$ cat src/rtl/ps2_ascii_source.sv
// PS/2 keyboard receiver: synchronises the raw lines, frames 11-bit words and
// decodes set-2 make/break sequences into a held-key ASCII interface.
module ps2_ascii_source #(
    parameter int TIMEOUT_CYCLES = 50000
) (
    input  logic       clk,
    input  logic       rst,
    input  logic       ps2_clk,
    input  logic       ps2_data,
    output logic [7:0] Ascii,
    output logic       clra,
    output logic       key_valid,
    output logic [7:0] scan_code,
    output logic       frame_err
);

    localparam int TW = $clog2(TIMEOUT_CYCLES + 1);

    typedef enum logic [1:0] {IDLE, DATA, PARITY, STOP} state_t;

    state_t          state;
    logic [2:0]      clk_q;
    logic [2:0]      data_q;
    logic [2:0]      bit_cnt;
    logic [7:0]      shift;
    logic            par_bit;
    logic [TW-1:0]   to_cnt;
    logic            byte_done;
    logic [7:0]      rx_byte;
    logic            fall;
    logic            din;

    logic            break_flag;
    logic            ext_flag;
    logic [7:0]      held_code;
    logic [8:0]      mapped;

    // Stage 0 is the first (metastable) flop; an edge is seen between stages 1 and 2.
    assign fall = clk_q[2] & ~clk_q[1];
    assign din  = data_q[2];

    always_ff @(posedge clk) begin
        if (rst) begin
            clk_q     <= 3'b111;
            data_q    <= 3'b111;
            state     <= IDLE;
            bit_cnt   <= 3'd0;
            shift     <= 8'h00;
            par_bit   <= 1'b0;
            to_cnt    <= '0;
            byte_done <= 1'b0;
            rx_byte   <= 8'h00;
            frame_err <= 1'b0;
        end else begin
            clk_q     <= {clk_q[1:0], ps2_clk};
            data_q    <= {data_q[1:0], ps2_data};
            byte_done <= 1'b0;
            frame_err <= 1'b0;
            if (fall) begin
                to_cnt <= '0;
                case (state)
                    IDLE: begin
                        if (!din) begin
                            state   <= DATA;
                            bit_cnt <= 3'd0;
                        end
                    end
                    DATA: begin
                        shift   <= {din, shift[7:1]};
                        bit_cnt <= bit_cnt + 3'd1;
                        if (bit_cnt == 3'd7) state <= PARITY;
                    end
                    PARITY: begin
                        par_bit <= din;
                        state   <= STOP;
                    end
                    STOP: begin
                        if (din && (^{shift, par_bit})) begin
                            byte_done <= 1'b1;
                            rx_byte   <= shift;
                        end else begin
                            frame_err <= 1'b1;
                        end
                        state <= IDLE;
                    end
                    default: state <= IDLE;
                endcase
            end else if (state != IDLE) begin
                if (to_cnt == TW'(TIMEOUT_CYCLES)) begin
                    frame_err <= 1'b1;
                    state     <= IDLE;
                    to_cnt    <= '0;
                end else begin
                    to_cnt <= to_cnt + 1'b1;
                end
            end else begin
                to_cnt <= '0;
            end
        end
    end

    // {hit, ascii} for set-2 make codes; letters, digits and a few control keys.
    function automatic logic [8:0] map_code(input logic [7:0] c);
        case (c)
            8'h1C: map_code = {1'b1, 8'h61};
            8'h32: map_code = {1'b1, 8'h62};
            8'h21: map_code = {1'b1, 8'h63};
            8'h23: map_code = {1'b1, 8'h64};
            8'h24: map_code = {1'b1, 8'h65};
            8'h2B: map_code = {1'b1, 8'h66};
            8'h34: map_code = {1'b1, 8'h67};
            8'h33: map_code = {1'b1, 8'h68};
            8'h43: map_code = {1'b1, 8'h69};
            8'h3B: map_code = {1'b1, 8'h6A};
            8'h42: map_code = {1'b1, 8'h6B};
            8'h4B: map_code = {1'b1, 8'h6C};
            8'h3A: map_code = {1'b1, 8'h6D};
            8'h31: map_code = {1'b1, 8'h6E};
            8'h44: map_code = {1'b1, 8'h6F};
            8'h4D: map_code = {1'b1, 8'h70};
            8'h15: map_code = {1'b1, 8'h71};
            8'h2D: map_code = {1'b1, 8'h72};
            8'h1B: map_code = {1'b1, 8'h73};
            8'h2C: map_code = {1'b1, 8'h74};
            8'h3C: map_code = {1'b1, 8'h75};
            8'h2A: map_code = {1'b1, 8'h76};
            8'h1D: map_code = {1'b1, 8'h77};
            8'h22: map_code = {1'b1, 8'h78};
            8'h35: map_code = {1'b1, 8'h79};
            8'h1A: map_code = {1'b1, 8'h7A};
            8'h45: map_code = {1'b1, 8'h30};
            8'h16: map_code = {1'b1, 8'h31};
            8'h1E: map_code = {1'b1, 8'h32};
            8'h26: map_code = {1'b1, 8'h33};
            8'h25: map_code = {1'b1, 8'h34};
            8'h2E: map_code = {1'b1, 8'h35};
            8'h36: map_code = {1'b1, 8'h36};
            8'h3D: map_code = {1'b1, 8'h37};
            8'h3E: map_code = {1'b1, 8'h38};
            8'h46: map_code = {1'b1, 8'h39};
            8'h5A: map_code = {1'b1, 8'h0D};
            8'h29: map_code = {1'b1, 8'h20};
            8'h66: map_code = {1'b1, 8'h08};
            8'h76: map_code = {1'b1, 8'h1B};
            default: map_code = 9'h000;
        endcase
    endfunction

    assign mapped = map_code(rx_byte);

    always_ff @(posedge clk) begin
        if (rst) begin
            Ascii      <= 8'h00;
            clra       <= 1'b1;
            key_valid  <= 1'b0;
            scan_code  <= 8'h00;
            break_flag <= 1'b0;
            ext_flag   <= 1'b0;
            held_code  <= 8'h00;
        end else begin
            key_valid <= 1'b0;
            if (byte_done) begin
                scan_code <= rx_byte;
                if (rx_byte == 8'hE0) begin
                    ext_flag <= 1'b1;
                end else if (rx_byte == 8'hF0) begin
                    break_flag <= 1'b1;
                end else if (ext_flag) begin
                    // Extended keys are not used by any consumer; swallow make and break.
                    ext_flag   <= 1'b0;
                    break_flag <= 1'b0;
                end else if (break_flag) begin
                    if (rx_byte == held_code) clra <= 1'b1;
                    break_flag <= 1'b0;
                end else if (mapped[8]) begin
                    Ascii     <= mapped[7:0];
                    held_code <= rx_byte;
                    clra      <= 1'b0;
                    key_valid <= 1'b1;
                end
            end
        end
    end

endmodule

$ cat config.mk
export PLATFORM = sky130hd
export DESIGN_NAME = ps2_ascii_source
export DESIGN_NICKNAME = d
export VERILOG_FILES = /design/src/rtl/ps2_ascii_source.sv
export SDC_FILE = /design/constraint.sdc
export NUM_CORES = 1
export LEC_CHECK = 0
export CELL_PAD_IN_SITES_DETAIL_PLACEMENT = 2
export CELL_PAD_IN_SITES_GLOBAL_PLACEMENT = 2
export CORE_ASPECT_RATIO = 0.8
export CORE_MARGIN = 4
export CORE_UTILIZATION = 37
export DETAILED_ROUTE_END_ITERATION = 8
export HOLD_SLACK_MARGIN = 0.15
export PLACE_DENSITY = 0.79
export SETUP_SLACK_MARGIN = 0.4
export SYNTH_ARGS = -nofsm -noshare
export SYNTH_HDL_FRONTEND = slang
export SYNTH_SLANG_ARGS = --single-unit
$ cat constraint.sdc
create_clock -name clk -period 3.8 [get_ports clk]
set_input_delay 0.57 -clock clk [delete_from_list [all_inputs] [get_ports clk]]
set_output_delay 0.57 -clock clk [all_outputs]
set_load 0.01 [all_outputs]
==> flow_metrics.env, run 1 <==
export IMPL_gp_congestion=0.940
export IMPL_cts_tree="done"
export IMPL_root_buffer="clkbuf_16"
export IMPL_syn_nets=542
export IMPL_place_detailed_hpwl_mm=10.6
export IMPL_slowest_stage="dfxtp_2"
export IMPL_final_cells=697
export IMPL_avgSynthCellArea_um2=8.45
export IMPL_antenna_left=0
export IMPL_drt_iter0_markers=351
export IMPL_path_clk_slew_ns=0.07
export IMPL_wl_per_cell_um=22.3
export IMPL_drt_vias_per_instance=5.97
export IMPL_crit_chain="xnor2_2, xnor2_2, xor3_2, nor2_1, nand2_1, a21oi_4, inv_1, ha_1, a21boi_0, o311a_1, a22o_1, a31o_1"
export IMPL_overflow=0
export IMPL_synth_seq_area_share=0.366
export IMPL_ys_seq_elements=81
export IMPL_htree_levels=3
export IMPL_core_area_mm2=0.0116
export IMPL_die_area_mm2=0.0138
export IMPL_rsz0062_at_grt="yes"
export IMPL_hp_class="reg -> reg"
export IMPL_antenna_found_initial=0
export IMPL_clock_skew_ns=0.00768
export IMPL_critPathKind="reg -> reg"
export IMPL_synth_area_mm2=0.00443
export IMPL_crit_arrival_ns=3.58
export IMPL_outcome="finished clean"
export IMPL_clk_latency_ns=0.34
export IMPL_area_growth_pct=17.9
export IMPL_timing_fmax_ghz=0.299
export IMPL_hold_violations=0
export IMPL_track_usage=0.229
export IMPL_syn_inst=524
export IMPL_synth_area_leader_cell="dfxtp_1"
export IMPL_drv_slew=0
export IMPL_tns_ns=0
export IMPL_dr_pass1_iters=5
export IMPL_grt_max_degree=48
export IMPL_crit_top_cell="xnor2_2"
export IMPL_synth_edf_count=0
export IMPL_start_util=0.381
export IMPL_critical_path_required_ns=4.03
export IMPL_final_common_cell="dfxtp_1"
export IMPL_slowest_delay_ns=0.38
export IMPL_n_antenna_cell=0
export IMPL_grt_pass1_wl_mm=24.9
export IMPL_dp_cells=676
export IMPL_synth_distinct_cells=74
export IMPL_min_period_ns=3.35
export IMPL_layout_drive_gt1_share=0.144
export IMPL_io_pins=23
export IMPL_yosysWarnings=0
export IMPL_final_setup_viol_count=0
export IMPL_fp_dieW_um=130
export IMPL_fp_dieH_um=106
export IMPL_drcViolationCount=0
export IMPL_nets=562
export IMPL_clock_sinks=81
export IMPL_ys_flop_type="dfxtp_1"
export IMPL_worst_slew_pin_transition_ns=0.796
export IMPL_cp_start_kind="flop"
export IMPL_slew_headroom=0.466
export IMPL_vdd_drop_max_mv=0.165
export IMPL_synth_area_leaders="dfxtp_1 37%, mux2i_1 5.9%, nor2_1 5.0%"
export IMPL_final_cell_mix="75 x dfxtp_1, 59 x nor2_1, 37 x a21oi_1, 28 x nand2_1, 26 x mux2i_1"
export IMPL_p_leak_uw=0.00189
export IMPL_post_route_period_util=0.881
export IMPL_synthArstFlopShare=0
export IMPL_cap_violations=0
export IMPL_cp_max_fo=8
export IMPL_worst_setup_path_end_kind="flop"
export IMPL_grt_pass1_vias=4355
export IMPL_cellPowerDensity_mw_per_mm2=334
export IMPL_vias=4161
export IMPL_drt_total_wl_mm=15.5
export IMPL_port_buffers=21
export IMPL_synth_top_area_share=0.366
export IMPL_clockBufferDepth=2
export IMPL_rows=35
export IMPL_cts_inserted_buffers=9
-- final timing paths --
| check | from | endpoint | slack [ns] | cells past startpoint |
|---|---|---|---|---|
| max | shift[3] | flop | 0.45 | 12 |
| min | clk_q[0] | clk_q[1] | 0.41 | 1 |
| max reg2reg | shift[3] | flop | 0.45 | 12 |
| min reg2reg | clk_q[0] | clk_q[1] | 0.41 | 1 |
-- stage by stage --
stage | worst slack (ns) | total power (uW) | instance area, um2 | hold slack (ns) | util
final | 0.453 | 1740 | 5220 | 0.410 | 0.450
after floorplan | 0.476 | 890 | 4430 | 0.389 | -
after CTS | 0.413 | 1760 | 5150 | 0.415 | 0.444
after detailed placement | 0.145 | 900 | 4790 | 0.400 | 0.413
after global routing | 0.372 | 1800 | 5220 | 0.429 | 0.450
after global placement | 0.460 | 899 | 4790 | 0.391 | 0.413
-- Yosys cell counts, drive strengths merged, types with 3 or more instances --
cell	count
nor3	12
o211ai	4
ha	14
a2111oi	4
nand2b	9
mux2	5
nand4b	3
buf	10
clkinv	3
clkbuf	24
a21o	3
o21ai	22
xnor2	18
inv	21
nand3	24
a211oi	6
a21oi	39
a31oi	5
or3	6
nor2	60
nand2	29
and3	6
or2	6
dfxtp	81
nand4	6
nand3b	11
nor2b	7
xor2	9
o41ai	3
mux2i	26
-- critical path, delay by kind of cell (launching register included) --
kind                     cells  cell delay, ns
AND/OR/NAND/NOR              2            0.36
flip-flops                   1            0.38
buffers and inverters        1            0.10
adder cells (fa/ha/maj)      1            0.37
AO/OA/AOI/OAI                5            1.18
XOR/XNOR                     3            0.85
-- kinds of logic after synthesis --
kind of cell / share of synthesized area
xor gates and xnor gates: 0.0656
muxes: 0.0715
AOI/OAI and AO/OA: 0.182
adders and majority gates: 0.0396
buffers and inverters: 0.0543
other: 0.000847
DFF: 0.366
and+or+nand+nor: 0.220
-- power by group --
group	switching, uW	internal [uW]	total, uW
registers	1.50	851	853
clock network	392	471	862
logic	21.4	7.32	28.7
-- state kept, by name, summed over array words and instances (netlist names), named ones only --
signal      flops
Ascii           7
bit_cnt         3
break_flag      1
byte_done       1
clk_q           3
clra            1
data_q          3
ext_flag        1
frame_err       1
held_code       8
key_valid       1
par_bit         1
rx_byte         8
scan_code       8
shift           8
state           2
to_cnt         16
-- repair_timing --
| item | CTS | global route |
|---|---|---|
| setup endpoints to repair | 7 | 8 |
| hold buffers | 0 | 0 |
| pin swaps | 1 | 2 |
| gates resized for setup | 12 | 13 |
| setup buffers | 2 | 3 |
-- layout make-up --
type	count	area [um2]
Multi-Input combinational cell	385	2660
Clock inverter	6	47.5
Tap cell	148	185
Inverter	24	90.1
Fill cell	1284	6390
Timing Repair Buffer	43	370
Sequential cell	81	1630
Clock buffer	10	239
-- metal layers --
metal / wire (um) / track usage / share of wire / vias up
met5: 0 / 0 / 0 / -
met4: 232 / 0.0601 / 0.015 / 0
met3: 790 / 0.0370 / 0.051 / 22
met2: 7360 / 0.370 / 0.47 / 127
met1: 7140 / 0.317 / 0.46 / 2115
li1: - / - / - / 1897
Power figures use the tool's default switching activity.
==> run 2, diff against run 1 <==
- CORE_UTILIZATION: 37 -> 39
- DONT_BUFFER_PORTS: unset -> 1
- PLACE_DENSITY: 0.79 -> 0.78
==> run 2 against run 1 <==
  * Via count decreased by 3.4%
  * Hold slack got worse by 0.11 ns
  * Sequential share of layout area is 1.6 points higher
  * Clock power grew 8.6%
  * Non-clock buffer count fell by 27
  * Final area fell by 4.6%
  * Critical path depth is 1 lower
  * Count of clock-buffer cells in the layout unchanged
  * Power up 3.3%
==> flow_metrics.env, run 2 (synthesis results as in run 1) <==
export IMPL_overflow=0
export IMPL_post_route_period_util=0.865
export IMPL_outcome="finished clean"
export IMPL_io_pins=23
export IMPL_critPathTopFamily="compound AO/OA/AOI/OAI gates"
export IMPL_grt_max_degree=71
export IMPL_worst_slew_pin_transition_ns=0.700
export IMPL_timing_fmax_ghz=0.304
export IMPL_hp_class="in -> reg"
export IMPL_hold_buffers=0
export IMPL_worstRegToRegCells=11
export IMPL_drcViolationCount=0
export IMPL_critPathKind="reg -> reg"
export IMPL_crit_start="shift[3]"
export IMPL_antenna_found_initial=0
export IMPL_regMostFlops="to_cnt"
export IMPL_track_usage=0.235
export IMPL_grt_pass1_vias=4200
export IMPL_area_growth_pct=12.5
export IMPL_fillerInstances=1188
export IMPL_gp_congestion=0.927
export IMPL_crit_chain="xnor2_4, xnor2_2, xor3_1, o21ai_1, a21oi_4, inv_1, ha_1, nand2_1, a221oi_1, a2111oi_0, o41ai_1"
export IMPL_fin_area_mm2=0.00498
export IMPL_final_cells=664
export IMPL_root_buffer="clkbuf_16"
export IMPL_cp_max_fo=8
export IMPL_htree_levels=3
export IMPL_dp_cells=648
export IMPL_tns_ns=0
export IMPL_slowest_stage="o41ai_1"
export IMPL_clk_latency_ns=0.34
export IMPL_dr_pass1_iters=5
export IMPL_hold_violations=0
export IMPL_vdd_drop_max_mv=0.242
export IMPL_fp_dieH_um=103
export IMPL_fp_dieW_um=127
export IMPL_path_clk_slew_ns=0.06
export IMPL_multi_input_area_mm2=0.00264
export IMPL_final_setup_viol_count=0
export IMPL_clockBufferDepth=2
export IMPL_slew_headroom=0.530
export IMPL_cp_depth=11
export IMPL_drt_vias_per_instance=6.05
export IMPL_clock_sinks=81
export IMPL_place_detailed_hpwl_mm=10.7
export IMPL_crit_arrival_ns=3.47
export IMPL_cp_start_kind="flop"
export IMPL_final_cell_mix="77 x dfxtp_1, 59 x nor2_1, 37 x a21oi_1, 28 x nand2_1, 26 x mux2i_1"
export IMPL_drt_iter0_markers=310
export IMPL_start_util=0.403
export IMPL_cts_inserted_buffers=9
export IMPL_nets=535
export IMPL_cellPowerDensity_mw_per_mm2=362
export IMPL_min_period_ns=3.29
export IMPL_port_buffers=0
export IMPL_clock_skew_ns=0.00640
export IMPL_core_area_mm2=0.0110
export IMPL_n_antenna_cell=0
export IMPL_rsz0062_at_grt="yes"
export IMPL_r2r_start="shift[3]"
export IMPL_slowest_delay_ns=0.45
export IMPL_placed_cell_area_mm2=0.00456
export IMPL_rows=34
export IMPL_worst_setup_path_end_kind="flop"
export IMPL_die_area_mm2=0.0131
export IMPL_post_place_ws_ns=0.153
export IMPL_layout_drive_gt1_share=0.125
export IMPL_utilization=0.453
export IMPL_ff2ff_setup_slack_ns=0.51
export IMPL_drv_slew=0
export IMPL_largest_reg_flops=16
export IMPL_p_leak_uw=0.00178
export IMPL_crit_buf_inv=1
export IMPL_drt_total_wl_mm=15.1
export IMPL_wl_per_cell_um=22.8
export IMPL_regArea_mm2=0.00163
export IMPL_antenna_left=0
export IMPL_critical_path_required_ns=3.98
export IMPL_grt_pass1_wl_mm=24.0
export IMPL_cts_tree="done"
export IMPL_setup_ws_ns=0.514
export IMPL_final_common_cell="dfxtp_1"
export IMPL_vias=4019
export IMPL_cap_violations=0
## run 2: stage by stage
stage	hold WS [ns]	power (uW)
5_1_grt	0.282	1860
6_report	0.301	1800
4_1_cts	0.299	1820
3_3_place_gp	0.393	884
3_5_place_dp	0.401	885
2_1_floorplan	0.389	890
## run 2: worst min path at each step
stage,startpoint,end,slack [ns],cells after the start
floorplan,clk_q[0],clk_q[1],0.39,1
global placement,data_q[1],data_q[2],0.39,1
detailed placement,data_q[1],data_q[2],0.40,1
CTS,rst,rx_byte[1],0.30,1
global route,rst,shift[1],0.28,1
finish,rst,shift[0],0.30,1
## run 2: report_power, final
part	internal, uW	switching, uW
combinational	4.78	9.05
sequential	850	1.25
clock	588	347
## run 2: layout make-up
cell class | count | area share
Multi-Input combinational cell | 385 | 0.530
Sequential cell | 81 | 0.328
Clock buffer | 10 | 0.0480
Tap cell | 144 | 0.0362
Timing Repair Buffer | 16 | 0.0241
Inverter | 24 | 0.0181
Clock inverter | 4 | 0.0153
## run 2: routing by layer
| layer | track usage | wire length, um |
|---|---|---|
| met1 | 0.312 | 7080 |
| met2 | 0.389 | 6990 |
| met3 | 0.0472 | 712 |
| met4 | 0.0750 | 332 |
| met5 | 0 | 0 |
## run 2: worst reg2reg max path, stage by stage, from the launching register on
cell	delay, ns
dfxtp_4	0.38
xnor2_4	0.18
xnor2_2	0.27
xor3_1	0.41
o21ai_1	0.31
a21oi_4	0.14
inv_1	0.14
ha_1	0.25
nand2_1	0.07
a221oi_1	0.37
a2111oi_0	0.17
o41ai_1	0.45
## run 2: repair_timing
item                                    4_1_cts  5_1_grt
gates resized for setup                       6       13
buffers inserted                              0        2
hold endpoints to repair                      0        0
endpoints found under the setup margin        7        8
pin swaps                                     0        3
==> run 3, diff against run 2 <==
- MAX_ROUTING_LAYER: unset -> met4
==> run 3 against run 2 <==
  * Power fell by 5.6%
  * Highest routed layer unchanged
  * Count of clock-buffer cells in the layout unchanged
  * Sequential cell count is the same
  * Global-route usage grew 0.80 points
  * Wire length decreased by 2.0%
  * Die area unchanged
  * Setup slack improved by 0.096 ns
  * Non-clock buffer count shrank 2
  * Sequential share of layout area grew 0.24 points
  * First-iteration DRC count is 2.3% lower
  * Critical path type unchanged
  * Maximum frequency is 3.0% higher
==> flow_metrics.env, run 3 (synthesis results as in run 1) <==
export IMPL_p_switching_uw=393
export IMPL_r2r_start="shift[6]"
export IMPL_critical_path_required_ns=4.05
export IMPL_p_leak_uw=0.00177
export IMPL_intPower_uw=1310
export IMPL_worst_setup_path_end_kind="flop"
export IMPL_dr_pass1_iters=5
export IMPL_overflow=0
export IMPL_cts_inserted_buffers=9
export IMPL_post_route_period_util=0.840
export IMPL_vias=3967
export IMPL_regMostFlops="to_cnt"
export IMPL_regArea_mm2=0.00163
export IMPL_placed_cell_area_mm2=0.00456
export IMPL_p_clk_frac=0.491
export IMPL_track_usage=0.243
export IMPL_final_cell_mix="76 x dfxtp_1, 59 x nor2_1, 37 x a21oi_1, 28 x nand2_1, 26 x mux2i_1"
export IMPL_hp_class="in -> reg"
export IMPL_final_cells=664
export IMPL_place_detailed_hpwl_mm=10.5
export IMPL_rsz0062_at_grt="no"
export IMPL_hold_violations=0
export IMPL_n_antenna_cell=0
export IMPL_fin_hold_ws_ns=0.288
export IMPL_antenna_left=0
export IMPL_largest_reg_flops=16
export IMPL_drv_slew=0
export IMPL_cap_violations=0
export IMPL_area_growth_pct=11.4
export IMPL_crit_arrival_ns=3.44
export IMPL_start_util=0.403
export IMPL_antenna_found_initial=0
export IMPL_clockBufferDepth=2
export IMPL_seqPwrFrac=0.501
export IMPL_fp_dieW_um=127
export IMPL_ff2ff_setup_slack_ns=0.61
export IMPL_grt_pass1_wl_mm=24.0
export IMPL_layout_drive_gt1_share=0.133
export IMPL_fp_dieH_um=103
export IMPL_utilization=0.449
export IMPL_grt_max_degree=71
export IMPL_whs_endpoint="shift[1]"
export IMPL_hold_depth=1
export IMPL_slew_headroom=0.524
export IMPL_final_setup_viol_count=0
export IMPL_drt_total_wl_mm=14.8
export IMPL_port_buffers=0
export IMPL_hold_start="rst"
export IMPL_p_sw_frac=0.231
export IMPL_cp_start_kind="flop"
export IMPL_clk_latency_ns=0.35
export IMPL_worstRegToRegCells=12
export IMPL_drt_iter0_markers=303
export IMPL_fillerInstances=1191
export IMPL_grt_pass1_vias=4111
export IMPL_die_area_mm2=0.0131
export IMPL_dp_cells=648
export IMPL_wl_per_cell_um=22.3
export IMPL_vdd_drop_max_mv=0.196
export IMPL_timing_fmax_ghz=0.313
export IMPL_outcome="finished clean"
export IMPL_htree_levels=3
export IMPL_worst_slew_pin_transition_ns=0.707
export IMPL_rows=34
export IMPL_pwr_share_comb=0.008
export IMPL_clock_skew_ns=0.00679
export IMPL_tns_ns=0
export IMPL_io_pins=23
export IMPL_critPathKind="reg -> reg"
export IMPL_drt_vias_per_instance=5.97
export IMPL_drcViolationCount=0
export IMPL_final_common_cell="dfxtp_1"
export IMPL_core_area_mm2=0.0110
export IMPL_cts_tree="done"
export IMPL_gp_congestion=0.931
export IMPL_clock_sinks=81
export IMPL_cellPowerDensity_mw_per_mm2=345
export IMPL_fin_area_mm2=0.00493
export IMPL_nets=533
export IMPL_cp_max_fo=4
export IMPL_min_period_ns=3.19
export IMPL_path_clk_slew_ns=0.07
export IMPL_multi_input_area_mm2=0.00265
export IMPL_root_buffer="clkbuf_16"
-- run 3: cell types whose count changed in the layout (fill, tap and decap cells not counted), sizes merged --
cell and change:
inv +2, clkinv +2, buf -2, bufinv -2
-- run 3: worst max-delay path, stage by stage, from the launching register on --
cell and delay [ns]:
dfxtp_2 0.36, xnor2_2 0.16, xnor2_2 0.27, xor3_2 0.43
nor2_1 0.16, nand2_1 0.13, a21oi_2 0.21, inv_1 0.09
ha_1 0.35, a21boi_0 0.18, o311a_1 0.32, a22o_1 0.25
a31o_1 0.18
-- run 3: stage by stage --
| step | total power, uW | setup slack (ns) |
|---|---|---|
| after floorplan | 890 | 0.476 |
| after global placement | 884 | 0.404 |
| after detailed placement | 885 | 0.220 |
| after CTS | 1730 | 0.447 |
| after global routing | 1770 | 0.428 |
| final | 1700 | 0.609 |
-- run 3: worst max-delay path by stage --
| stage | startpoint | to | slack (ns) | cells after the start |
|---|---|---|---|---|
| 6_report | shift[6] | flop | 0.61 | 12 |
| 5_1_grt | shift[7] | flop | 0.43 | 12 |
| 4_1_cts | shift[0] | flop | 0.45 | 11 |
| 3_5_place_dp | shift[5] | flop | 0.22 | 12 |
| 3_3_place_gp | shift[5] | flop | 0.40 | 12 |
| 2_1_floorplan | shift[0] | flop | 0.48 | 17 |
-- run 3: area by class of cell --
| class | count | area share |
|---|---|---|
| Multi-Input combinational cell | 385 | 0.537 |
| Sequential cell | 81 | 0.330 |
| Timing Repair Buffer | 14 | 0.0213 |
| Tap cell | 144 | 0.0365 |
| Clock inverter | 6 | 0.0102 |
| Inverter | 24 | 0.0183 |
| Clock buffer | 10 | 0.0464 |
-- run 3: per-layer routing --
| metal | part of all wire | global-route usage | routed length, um | vias to the layer above |
|---|---|---|---|---|
| met5 | 0 | - | 0 | - |
| met4 | 0.014 | 0.0635 | 211 | 0 |
| met3 | 0.040 | 0.0518 | 596 | 16 |
| met2 | 0.47 | 0.384 | 6910 | 89 |
| met1 | 0.48 | 0.319 | 7090 | 2014 |
| li1 | - | - | - | 1848 |
-- run 3: repair_timing --
item / CTS / global route
pin swaps: 0 / 1
setup endpoints to repair: 7 / 7
hold buffers: 0 / 0
gates resized for setup: 7 / 16
buffers inserted: 0 / 0
endpoints found under the hold margin: 0 / 0
-- run 3: power by group through the flow --
stage | Sequential (uW) | Clock [uW] | Combinational [uW]
after floorplan | 871 | 0 | 18.4
after detailed placement | 872 | 0 | 13.0
after global routing | 852 | 906 | 14.7
final | 852 | 835 | 13.5
after global placement | 872 | 0 | 12.7
after CTS | 852 | 861 | 13.2
